[config.mk]
export PLATFORM = sky130hd
export DESIGN_NAME = mcs4_rom_fetch
export DESIGN_NICKNAME = d
export VERILOG_FILES = /design/src/rtl/mcs4_pkg.sv /design/src/rtl/mcs4_phase_gen.sv /design/src/rtl/mcs4_rom_fetch.sv
export SDC_FILE = /design/constraint.sdc
export NUM_CORES = 1
export LEC_CHECK = 0
export ABC_CLOCK_PERIOD_IN_PS = 3250
export CORE_UTILIZATION = 50
export DETAILED_ROUTE_END_ITERATION = 7
export GPL_TIMING_DRIVEN = 0
export PLACE_DENSITY = 0.83
export REMOVE_ABC_BUFFERS = 1
export SYNTH_ARGS = -nofsm -noshare
export SYNTH_HDL_FRONTEND = slang
export SYNTH_HIERARCHICAL = 1
export SYNTH_SLANG_ARGS = --single-unit
export TNS_END_PERCENT = 10
[constraint.sdc]
create_clock -name clk_i -period 3.25 [get_ports clk_i]
set_clock_uncertainty 0.1 [all_clocks]
set_input_delay 0.65 -clock clk_i [delete_from_list [all_inputs] [get_ports clk_i]]
set_output_delay 0.65 -clock clk_i [all_outputs]
set_load 0.03 [all_outputs]
[src/rtl/mcs4_pkg.sv]
// Shared MCS-4 bus timing definitions.
// Also used by the i4002/i4004 models.
package mcs4_pkg;

    typedef enum logic [2:0] {
        A1, A2, A3, M1, M2, X1, X2, X3
    } phase_t;

    localparam int TICKS_PER_PHASE = 4;
    localparam int PHI1_TICK       = 0;
    localparam int PHI2_TICK       = 2;
    localparam int SAMPLE_TICK     = 2;

    localparam logic [1:0] LAST_TICK =
        2'(TICKS_PER_PHASE - 1);

    function automatic logic is_tick(
        input logic [1:0] t,
        input int         n
    );
        return t == 2'(n);
    endfunction

endpackage

[src/rtl/mcs4_phase_gen.sv]
// Tick/phase sequencer with PHI1, PHI2 and SYNC decode.
// Runs from X3 tick 0 one clock after reset release.
module mcs4_phase_gen
    import mcs4_pkg::*;
(
    input  logic       clk,
    input  logic       rst,
    output logic [2:0] phase,
    output logic [1:0] tick,
    output logic       last_tick,
    output logic       phi1,
    output logic       phi2,
    output logic       sync
);

    phase_t     phase_q;
    phase_t     phase_d;
    logic [1:0] tick_q;
    logic [1:0] tick_d;
    logic       run_q;

    always_ff @(posedge clk or posedge rst) begin
        if (rst) begin
            phase_q <= X3;
            tick_q  <= '0;
            run_q   <= 1'b0;
        end else begin
            phase_q <= phase_d;
            tick_q  <= tick_d;
            run_q   <= 1'b1;
        end
    end

    // Counters hold for the first clock so X3 tick 0 is visible.
    always_comb begin
        phase_d = phase_q;
        tick_d  = tick_q;
        if (run_q) begin
            tick_d = tick_q + 2'd1;
            if (tick_q == LAST_TICK) begin
                phase_d = phase_t'(3'(phase_q) + 3'd1);
            end
        end
    end

    assign phase     = phase_q;
    assign tick      = tick_q;
    assign last_tick = run_q && (tick_q == LAST_TICK);
    assign phi1      = run_q && is_tick(tick_q, PHI1_TICK);
    assign phi2      = run_q && is_tick(tick_q, PHI2_TICK);
    assign sync      = run_q && (phase_q == X3);

endmodule

[src/rtl/mcs4_rom_fetch.sv]
// MCS-4 bus initiator fetching 8-bit instructions
// from i4001-style ROMs.
module mcs4_rom_fetch
    import mcs4_pkg::*;
(
    input  logic        clk_i,
    input  logic        RESET_i,
    input  logic        req_valid_i,
    input  logic [11:0] req_addr_i,
    output logic        req_ready_o,
    output logic        rsp_valid_o,
    output logic [7:0]  rsp_data_o,
    output logic        PHI1_o,
    output logic        PHI2_o,
    output logic        SYNC_o,
    output logic        CM_o,
    output logic [3:0]  D_o,
    output logic        D_oe_o,
    input  logic [3:0]  D_i
);

    logic [2:0]  phase_w;
    phase_t      phase;
    logic [1:0]  tick;
    logic        last_tick;
    logic        active_q;
    logic [11:0] addr_q;
    logic [3:0]  opr_q;
    logic [3:0]  opa_q;
    logic        sample;

    mcs4_phase_gen u_phase_gen (
        .clk       (clk_i),
        .rst       (RESET_i),
        .phase     (phase_w),
        .tick      (tick),
        .last_tick (last_tick),
        .phi1      (PHI1_o),
        .phi2      (PHI2_o),
        .sync      (SYNC_o)
    );

    assign phase       = phase_t'(phase_w);
    assign req_ready_o = last_tick && (phase == X3);
    assign sample      = active_q && is_tick(tick, SAMPLE_TICK);

    // active spans one full instruction cycle, A1 through X3.
    always_ff @(posedge clk_i or posedge RESET_i) begin
        if (RESET_i) begin
            active_q <= 1'b0;
            addr_q   <= '0;
            opr_q    <= '0;
            opa_q    <= '0;
        end else begin
            if (req_ready_o) begin
                active_q <= req_valid_i;
            end
            if (req_ready_o && req_valid_i) begin
                addr_q <= req_addr_i;
            end
            if (sample && (phase == M1)) begin
                opr_q <= D_i;
            end
            if (sample && (phase == M2)) begin
                opa_q <= D_i;
            end
        end
    end

    always_comb begin
        D_oe_o = 1'b0;
        D_o    = '0;
        CM_o   = 1'b0;
        if (active_q) begin
            unique case (phase)
                A1: begin
                    D_oe_o = 1'b1;
                    D_o    = addr_q[3:0];
                end
                A2: begin
                    D_oe_o = 1'b1;
                    D_o    = addr_q[7:4];
                end
                A3: begin
                    D_oe_o = 1'b1;
                    D_o    = addr_q[11:8];
                    CM_o   = 1'b1;
                end
                default: begin
                    D_oe_o = 1'b0;
                end
            endcase
        end
    end

    assign rsp_valid_o =
        active_q && (phase == M2) && last_tick;
    assign rsp_data_o  = {opr_q, opa_q};

endmodule

==> qor.txt, run 1 <==
DRT antenna net count: 0
Setup violators final: 0
Flops & latches, synth: 27
DP HPWL: 1.93 mm
Site Rows: 18
CP required: 2500 ps
Slowest-stage cell, CP: dfstp_2
Antenna violations before repair: 0
GPL Wtd Cong: 0.764
Synthesis warning total: 6
Die X: 53.9 um
Avg Inst Size Synth: 13.3 um2
Initial Util: 53.4%
Hold depth: 1
Min-delay worst type: reg2reg
Nets: 163
Final hold violation count: 0
Worst R2R Setup Slack: 1120 ps
Total number of vias: 864
Worst path depth: 4
Die Ht: 53.9 um
CP cell instances: nor2b_1 -> a2bb2oi_1 -> nor2_1 -> clkdlybuf4s50_1
Maximum number of pins on one net before global-route repair: 22
Library cells used by synthesis: 28
Max_cap viols: 0
Crit-path leading delay family: flip-flops
H-tree depth: 1
Hold Startpoint: addr_q[0]$_DFFE_PP0P_
RSZ-0062 raised after global routing: no
Post-cts sizing count: 0
Clk slew on worst S/H paths: 150 ps
Worst-path fanout max: 11
Hold Path Sink: addr_q[0]$_DFFE_PP0P_
Seq. cell area: 679 um2
I/O Pins: 38
TritonCTS clock tree: done
Final Slew Violations: 0
Critical Path Max Stage Delay: 710 ps
Multi-input gate area: 603 um2
EDFF count, synth: 0
Register area share after synthesis: 50.4%
Wirelength per Cell: 14.8 um
Clk Latency, worst-skew pair: 320 ps
Buf+Inv Stages, Crit Path: 1
Kind of start point of the critical path: flip-flop
Syn Std Cell Area: 1350 um2
TNS Setup: 0 ps
Post-cts hold buffer count: 0
DRC: 0
Syn Inst Count: 101
Die Footprint: 2910 um2
DR vias/cell: 5.14
Final wirelength: 2.49 mm
Critical Path AT: 2280 ps
Clk root buf: clkbuf_4
Fmax: 0.330 GHz
PD cells: 866 nW/um2
Critical path class: reg2out
Final design utilization: 69.3%
Pre-Repair DR Iteration Count: 4
Fin crit share: 93.2%
Area Growth Syn to Fin: 29.7%
FILL cells: 215
Post-CTS Setup Repair Bufs: 0
Final min period: 3030 ps
First-pass GRT wire length: 3.98 mm
Reg2reg start: u_phase_gen/tick[0]$_DFFE_PP0P_
Critical path capture point type: output port
Main flop type after synthesis: dfrtp_1
FF-to-FF End: addr_q[1]$_DFFE_PP0P_
# diodes: 0
Share of cells above drive strength 1: 23.9%
Worst r2r path cells: 6
First-iteration detailed-routing DRC count: 4
# clock sinks: 27
Clock buffer depth: 2
Remaining Overflow, GRT: 0
Overall Global Routing Usage: 19.5%
Leakage: 0.828 nW
CORE AREA: 2520 um2
Worst vdd ir: 0.561 mV
Asr flop ratio synth: 100%
Hold Slack: 425 ps
Vias in the first global route: 916
CTS Buf Count: 3
Port Buffers: 37
Least-Margin Pin Slew: 790 ps
Max_slew headroom: 47.3%
Status: completed
[layer usage]
layer  part of all wire (%)  global-route usage, %
met1                     40                   22.6
met2                     54                   36.0
met3                    4.9                   3.95
met4                   0.88                   5.26
met5                      0                      0
[worst register-to-register path, delay by kind of cell (launching register included)]
family | cells | cell delay [ps]
AND/OR/NAND/NOR | 3 | 780
flip-flops | 1 | 460
multiplexers | 1 | 410
adder cells (fa/ha/maj) | 1 | 230
buffers and inverters | 1 | 60
[how the worst max path moves through the flow]
stage / startpoint / end / slack, ps
floorplan: u_phase_gen/tick[0]$_DFFE_PP0P_ / rsp_valid_o / 670
global placement: u_phase_gen/phase[0]$_DFFE_PP1P_ / D_o[1] / 630
detailed placement: u_phase_gen/phase[0]$_DFFE_PP1P_ / D_o[1] / 580
CTS: u_phase_gen/phase[0]$_DFFE_PP1P_ / D_o[1] / 190
global route: u_phase_gen/phase[0]$_DFFE_PP1P_ / D_o[1] / 110
finish: u_phase_gen/phase[0]$_DFFE_PP1P_ / D_o[1] / 220
[report_power, final]
group	switching [mW]	leakage, nW	internal [mW]
clock network	0.100	0.0177	0.0462
logic	0.363	0.477	0.393
registers	0.135	0.333	0.476
[cells in the mapped netlist (2+ instances only)]
library cell,number,area [um2]
dfrtp_1,24,601
and2_1,3,18.8
mux2_2,11,124
ha_1,5,62.6
nor2_1,5,18.8
nand2b_1,2,12.5
nand2_1,3,11.3
inv_1,8,30.0
mux2_4,11,165
buf_6,2,22.5
o21ai_0,2,10.0
mux2i_1,4,40.0
dfstp_2,3,78.8
a2bb2oi_1,4,35.0
[kinds of logic after synthesis]
kind of cell,after synthesis,share of synthesized area (%)
flip-flops,27,50.4
multiplexers,26,24.4
AND/OR/NAND/NOR,22,10.8
buffers and inverters,12,4.83
AO/OA/AOI/OAI,6,3.34
adder cells (fa/ha/maj),5,4.64
XOR/XNOR,2,1.30
other,1,0.278
[state kept, by name (all words and copies together), names as in the netlist]
name,cells
addr_q,12
opa_q,4
opr_q,4
u_phase_gen/phase,3
u_phase_gen/tick,2
active_q,1
u_phase_gen/run_q,1
[layout by cell type (no fill, tap or decap), drive strengths merged, types with 2 or more instances in the layout]
master and instances:
nand2b 2, and2 3, dfrtp 24, clkbuf 3
dfstp 3, nor4b 2, mux2 22, mux2i 4
clkdlybuf4s50 37, inv 8, ha 5, nand2 5
nor2 5, a2bb2oi 4, o21ai 2
[metrics by stage]
step                total power [mW]  cells  setup WS (ps)  instance area (um2)
finish                          1.51    168            221                 1750
global route                    1.62    168            109                 1750
CTS                             1.53    168            187                 1750
detailed placement              1.38    164            578                 1720
global placement                1.35    164            627                 1720
floorplan                       1.10     97            670                 1310
[layout make-up]
class,instances,share of cell area (%)
timing repair buffer,37,21.2
inverter,8,1.72
clock buffer,3,1.29
multi-input combinational,62,34.5
sequential,27,38.9
clock inverter,1,0.286
tap,30,2.15
Note: power is estimated with default switching activity, not from simulation.
==> run 2, diff against run 1 <==
--- a/config.mk
+++ b/config.mk
@@ -5,6 +5,7 @@
 export SDC_FILE = /design/constraint.sdc
 export NUM_CORES = 1
 export LEC_CHECK = 0
+export ABC_AREA = 1
 export ABC_CLOCK_PERIOD_IN_PS = 3250
 export CORE_UTILIZATION = 50
 export DETAILED_ROUTE_END_ITERATION = 7
==> run 2 against run 1 <==
Cell count is 42% higher. Total power is 18% lower. Combinational power is 26% lower. Sequential share of layout area is 0.63 points lower. Final area is 1.6% higher. Setup slack better by 88 ps. Critical path type unchanged. Critical endpoint is now rsp_valid_o. Largest power group unchanged.
==> qor.txt, run 2 <==
Worst R2R Setup Slack: 1450 ps (+330 ps)
Main area contributors after synthesis: dfrtp_1, nand2_1, nand3_1
Setup violators final: 0 (unchanged)
Avg Inst Size Synth: 8.06 um2 (-40%)
Reg with most FFs: addr_q
Initial Util: 54.5% (+1.1 points)
Max reg flops: 12 (unchanged)
Flops & latches, synth: 27 (unchanged)
Final Slew Violations: 0 (unchanged)
Worst-path fanout max: 11 (unchanged)
Clk slew on worst S/H paths: 150 ps (about the same)
Pre-CTS setup slack: 321 ps (-257 ps)
Share of cells above drive strength 1: 5.77% (-18 points)
Clk root buf: clkbuf_4
Die X: 54.7 um (+1.4%)
Max_cap viols: 0 (unchanged)
Die Ht: 54.7 um (+1.4%)
PnR Total Power: 1.24 mW (-18%)
RSZ-0062 raised after global routing: no
Fmax: 0.340 GHz (+3.0%)
Area leader, netlist: dfrtp_1
TNS Setup: 0 ps (unchanged)
Asr flop ratio synth: 100% (unchanged)
Max_slew headroom: 47.3% (about the same)
Total number of vias: 1242 (+44%)
Die Footprint: 2990 um2 (+2.8%)
Syn Inst Count: 172 (+70%)
# diodes: 0 (unchanged)
Post-cts hold buffer count: 0 (unchanged)
DP HPWL: 2.14 mm (+11%)
Final min period: 2940 ps (-88.0 ps)
Post-synth top area share: 43.3% (-1.2 points)
Worst vdd ir: 0.599 mV (+6.6%)
CORE AREA: 2540 um2 (+0.89%)
Top cells by count, synth: nand2_1, dfrtp_1, nand3_1
Post-route setup slack: 309 ps (+88.0 ps)
Clk Latency, worst-skew pair: 330 ps (about the same)
Main flop type after synthesis: dfrtp_1
GPL Wtd Cong: 0.834 (+9.1%)
I/O Pins: 38 (unchanged)
DRC: 0 (unchanged)
Fin crit share: 90.5% (-2.7 points)
Status: completed
CTS Buf Count: 3 (unchanged)
Wirelength per Cell: 12.0 um (-19%)
EDFF count, synth: 0 (unchanged)
Leading cell type in the layout, fill and taps excluded: nand2_1
Biggest regs: addr_q (12), opa_q (4), opr_q (4)
Synth Area in Adders: 4.51% (-0.13 points)
H-tree depth: 1 (unchanged)
Overall Global Routing Usage: 22.0% (+2.5 points)
Compound-Gate Fraction of Synth Area: 2.17% (-1.2 points)
Syn Std Cell Area: 1390 um2 (+2.9%)
Area Growth Syn to Fin: 28.2%
TritonCTS clock tree: done
Critical path class: reg2out
Commonest cells after routing, fill and taps aside: nand2_1, clkdlybuf4s50_1, nand3_1, dfrtp_1, inv_1
Hold Slack: 395 ps (-31.0 ps)
DRT antenna net count: 0 (unchanged)
PD cells: 698 nW/um2 (-19%)
Nets: 233 (+43%)
DR vias/cell: 5.22 (+1.5%)
Leakage: 0.937 nW (+13%)
Register area share after synthesis: 49.0% (-1.4 points)
Least-Margin Pin Slew: 790 ps (+0.520 ps)
Synthesis warning total: 6 (unchanged)
Min-delay worst type: reg2reg
Critical path capture point type: output port
Count leader, synth: nand2_1
Kind of start point of the critical path: flip-flop
Pre-Repair DR Iteration Count: 4 (unchanged)
Synth Area in Simple Gates: 34.4% (+24 points)
Antenna violations before repair: 0 (unchanged)
XOR/XNOR Fraction of Synth Area: 0% (-1.3 points)
Critical Path AT: 2190 ps (-90 ps)
Largest family of logic cells by synthesized area: simple AND/OR/NAND/NOR gates
Vias in the first global route: 1156 (+26%)
Remaining Overflow, GRT: 0 (unchanged)
First-iteration detailed-routing DRC count: 31 (+27)
CP required: 2500 ps (about the same)
Final hold violation count: 0 (unchanged)
Library cells used by synthesis: 19 (-32%)
Maximum number of pins on one net before global-route repair: 22 (unchanged)
Mux cell area share after synthesis: 0% (-24 points)
Port Buffers: 37 (unchanged)
Clock buffer depth: 2 (unchanged)
First-pass GRT wire length: 4.64 mm (+17%)
Final wirelength: 2.85 mm (+14%)
# clock sinks: 27 (unchanged)
Site Rows: 18 (unchanged)
[run 2: cell families (layout without fill, tap and decap cells)]
group | after synthesis | in the layout
and+or+nand+nor | 106 | 106
DFF | 27 | 27
buffers and inverters | 27 | 63
AOI/OAI and AO/OA | 6 | 6
adders and majority gates | 5 | 5
other | 1 | 1
[run 2: power breakdown]
| part | switching (mW) | internal [mW] | leakage, nW |
|---|---|---|---|
| clock network | 0.103 | 0.0471 | 0.0139 |
| logic | 0.345 | 0.215 | 0.592 |
| registers | 0.0936 | 0.437 | 0.331 |
| total | 0.542 | 0.699 | 0.937 |
[run 2: what timing repair did]
item,CTS,global route
hold endpoints to repair,0,0
endpoints found under the setup margin,1,0
resized for setup,0,0
buffers inserted,1,0
[run 2: critical path, cell delays in order (launching register included)]
cell and delay [ps]:
dfstp_2 460, nor2_1 280, nand2_1 200, nor3_1 210, clkdlybuf4s50_1 700
[run 2: worst paths after layout]
| check | startpoint | endpoint | cells after the start |
|---|---|---|---|
| setup / recovery | u_phase_gen/phase[0]$_DFFE_PP1P_ | rsp_valid_o | 4 |
| hold / removal | addr_q[6]$_DFFE_PP0P_ | addr_q[6]$_DFFE_PP0P_ | 2 |
| setup reg to reg | u_phase_gen/tick[0]$_DFFE_PP0P_ | addr_q[1]$_DFFE_PP0P_ | 9 |
| hold reg to reg | addr_q[6]$_DFFE_PP0P_ | addr_q[6]$_DFFE_PP0P_ | 2 |
| max in group asynchronous | RESET_i | addr_q[5]$_DFFE_PP0P_ | 2 |
| min in group asynchronous | RESET_i | u_phase_gen/tick[0]$_DFFE_PP0P_ | 2 |
[run 2: metal layers]
| layer | vias up | GRT usage [%] | wire length, um |
|---|---|---|---|
| met5 | - | 0 | 0 |
| met4 | 0 | 10.3 | 32 |
| li1 | 619 | - | - |
| met2 | 36 | 40.0 | 1480 |
| met3 | 4 | 2.50 | 94 |
| met1 | 583 | 25.3 | 1250 |
[run 2: cell type report]
type / instances / area [um2]
multi-input combinational: 118 / 573
inverter: 21 / 78.8
clock buffer: 3 / 22.5
fill: 211 / 768
clock inverter: 1 / 7.51
sequential: 27 / 679
timing repair buffer: 38 / 378
tap: 30 / 37.5
[run 2: metrics by stage]
stage / instances / utilization, % / cell area, um2
2_1_floorplan: 166 / - / 1330
3_3_place_gp: 233 / 68.3 / 1740
3_5_place_dp: 233 / 68.3 / 1740
4_1_cts: 238 / 69.8 / 1780
5_1_grt: 238 / 69.8 / 1780
6_report: 238 / 69.8 / 1780
==> run 3, diff against run 2 <==
--- a/config.mk
+++ b/config.mk
@@ -7,10 +7,10 @@
 export LEC_CHECK = 0
 export ABC_AREA = 1
 export ABC_CLOCK_PERIOD_IN_PS = 3250
-export CORE_UTILIZATION = 50
+export CORE_UTILIZATION = 51
 export DETAILED_ROUTE_END_ITERATION = 7
 export GPL_TIMING_DRIVEN = 0
-export PLACE_DENSITY = 0.83
+export PLACE_DENSITY = 0.84
 export REMOVE_ABC_BUFFERS = 1
 export SYNTH_ARGS = -nofsm -noshare
 export SYNTH_HDL_FRONTEND = slang
==> run 3 against run 2 <==
Total power is essentially flat. Count of clock-buffer cells in the layout stayed put. Setup slack barely moved. Sequential share of layout area up 0.054 points. Flip-flop and latch count did not move. Register-to-register slack about the same. Die area down 1.9%. Utilization grew 0.52 points. Wire length is 7.7% higher. Via count down 0.64%. Critical path type unchanged. Largest cell class unchanged.
==> qor.txt, run 3 (same netlist as run 2, synthesis figures left out) <==
Die X: 54.1 um (-0.95%)
I/O Pins: 38 (unchanged)
Clock buffer depth: 2 (unchanged)
Status: completed
TritonCTS clock tree: done
Critical Path Max Stage Delay: 710 ps (about the same)
Slowest-stage cell, CP: clkdlybuf4s50_1
Max reg flops: 12 (unchanged)
Clk root buf: clkbuf_4
Worst r2r path cells: 9 (unchanged)
Clk Latency, worst-skew pair: 340 ps (about the same)
Most used cell, CP: inv_1
DP HPWL: 2.27 mm (+6.0%)
Reg with most FFs: addr_q
Max_slew headroom: 47.2% (about the same)
PD cells: 699 nW/um2 (about the same)
CORE AREA: 2520 um2 (-0.88%)
Commonest cells after routing, fill and taps aside: nand2_1, clkdlybuf4s50_1, nand3_1, dfrtp_1, inv_1
Nets: 233 (unchanged)
TNS Setup: 0 ps (unchanged)
Worst vdd ir: 0.632 mV (+5.6%)
Min-delay worst type: reg2reg
DRC: 0 (unchanged)
FILL cells: 209 (-0.95%)
Hold Path Sink: addr_q[3]$_DFFE_PP0P_
Worst R2R Setup Slack: 1440 ps (about the same)
# clock sinks: 27 (unchanged)
Final Slew Violations: 0 (unchanged)
Kind of start point of the critical path: flip-flop
Setup violators final: 0 (unchanged)
First-iteration detailed-routing DRC count: 51 (+65%)
Final hold violation count: 0 (unchanged)
Pre-Repair DR Iteration Count: 4 (unchanged)
CP required: 2500 ps (about the same)
DRT antenna net count: 0 (unchanged)
Placed cell areas: 1740 um2 (unchanged)
Leakage: 0.941 nW (+0.40%)
FF-to-FF End: addr_q[0]$_DFFE_PP0P_
Hold Startpoint: addr_q[3]$_DFFE_PP0P_
Site Rows: 18 (unchanged)
Maximum number of pins on one net before global-route repair: 22 (unchanged)
DR vias/cell: 5.18 (-0.64%)
Least-Margin Pin Slew: 791 ps (+0.223 ps)
Hold depth: 2 (unchanged)
Biggest regs: addr_q (12), opa_q (4), opr_q (4)
GPL Wtd Cong: 0.810 (-2.8%)
Area Growth Syn to Fin: 28.0%
First-pass GRT wire length: 4.75 mm (+2.4%)
Buf+Inv Stages, Crit Path: 3 (+2)
Clk slew on worst S/H paths: 150 ps (about the same)
Crit-path leading delay family: buffers and inverters
Final wirelength: 3.07 mm (+7.7%)
Die Ht: 54.1 um (-0.95%)
# diodes: 0 (unchanged)
H-tree depth: 1 (unchanged)
Fin crit share: 90.5% (about the same)
Max_cap viols: 0 (unchanged)
Worst-path fanout max: 4 (-7)
Final min period: 2940 ps (-0.0410 ps)
Port Buffers: 37 (unchanged)
CTS Buf Count: 3 (unchanged)
Leading cell type in the layout, fill and taps excluded: nand2_1
Wirelength per Cell: 12.9 um (+7.7%)
Critical path class: reg2out
Total number of vias: 1234 (-0.64%)
Critical path capture point type: output port
Post-cts hold buffer count: 0 (unchanged)
Remaining Overflow, GRT: 0 (unchanged)
Overall Global Routing Usage: 23.0% (+0.99 points)
Antenna violations before repair: 0 (unchanged)
Die Footprint: 2930 um2 (-1.9%)
Critical Path AT: 2190 ps (about the same)
CP cell instances: ha_1 -> nand2_1 -> inv_1 -> inv_1 -> nor3_1 -> clkdlybuf4s50_1
Reg2reg start: u_phase_gen/tick[1]$_DFFE_PP0P_
Fmax: 0.340 GHz (about the same)
Design area: 1770 um2 (-0.14%)
Initial Util: 55.0% (+0.49 points)
RSZ-0062 raised after global routing: no
Share of cells above drive strength 1: 5.77% (unchanged)
Vias in the first global route: 1097 (-5.1%)
run 3: changes by cell type in the layout (fill, tap and decap cells not counted):
| cell | before | now |
|---|---|---|
| clkinv_2 | 0 | 1 |
| clkinvlp_4 | 1 | 0 |
run 3: worst register-to-register path, stage by stage, from the launching register on:
cell and delay [ps]:
dfrtp_1 430, ha_1 220, nand2_1 120, inv_1 80, inv_1 70, nor3_4 160
buf_4 240, nand2_4 130, nand2_1 100, nand2_1 50
run 3: report_power, final:
part	switching [mW]	internal, mW	leakage, nW
Clock	0.103	0.0464	0.0177
Sequential	0.0928	0.437	0.331
Combinational	0.346	0.216	0.592
Total	0.542	0.699	0.941
run 3: area by class of cell:
class / instances / area (um2) / share of cell area (%)
flip-flops and latches: 27 / 679 / 38.3
multi-input cells: 118 / 573 / 32.3
repair buffers: 38 / 378 / 21.3
inverters: 21 / 78.8 / 4.44
well taps: 30 / 37.5 / 2.12
clock buffers: 3 / 22.5 / 1.27
clock inverters: 1 / 5.00 / 0.282
run 3: worst max-delay path by stage:
stage / from / to / cells past startpoint
6_report: u_phase_gen/tick[1]$_DFFE_PP0P_ / rsp_valid_o / 6
5_1_grt: u_phase_gen/tick[1]$_DFFE_PP0P_ / rsp_valid_o / 6
4_1_cts: u_phase_gen/tick[1]$_DFFE_PP0P_ / rsp_valid_o / 6
3_5_place_dp: u_phase_gen/tick[1]$_DFFE_PP0P_ / req_ready_o / 6
3_3_place_gp: u_phase_gen/tick[1]$_DFFE_PP0P_ / req_ready_o / 6
2_1_floorplan: u_phase_gen/phase[1]$_DFFE_PP1P_ / CM_o / 2
run 3: routing by layer:
metal / vias to the layer above / share of wire, % / global-route usage (%)
met2: 50 / 49 / 38.2
met4: 0 / 2.3 / 10.7
met3: 8 / 5.1 / 4.80
met1: 559 / 44 / 28.3
li1: 617 / - / -
met5: - / 0 / 0
run 3: repair_timing:
| item | 4_1_cts | 5_1_grt |
|---|---|---|
| buffers inserted | 1 | 0 |
| resized for setup | 0 | 0 |
| setup endpoints to repair | 1 | 0 |
run 3: per-stage QoR:
step	std cells	worst slack (ps)	total power, mW	hold slack (ps)	util (%)
after floorplan	166	916	0.857	339	-
after global placement	233	367	1.07	358	68.9
after detailed placement	233	300	1.09	361	68.9
after CTS	238	320	1.24	394	70.3
after global routing	238	123	1.32	408	70.3
final	238	309	1.24	399	70.3
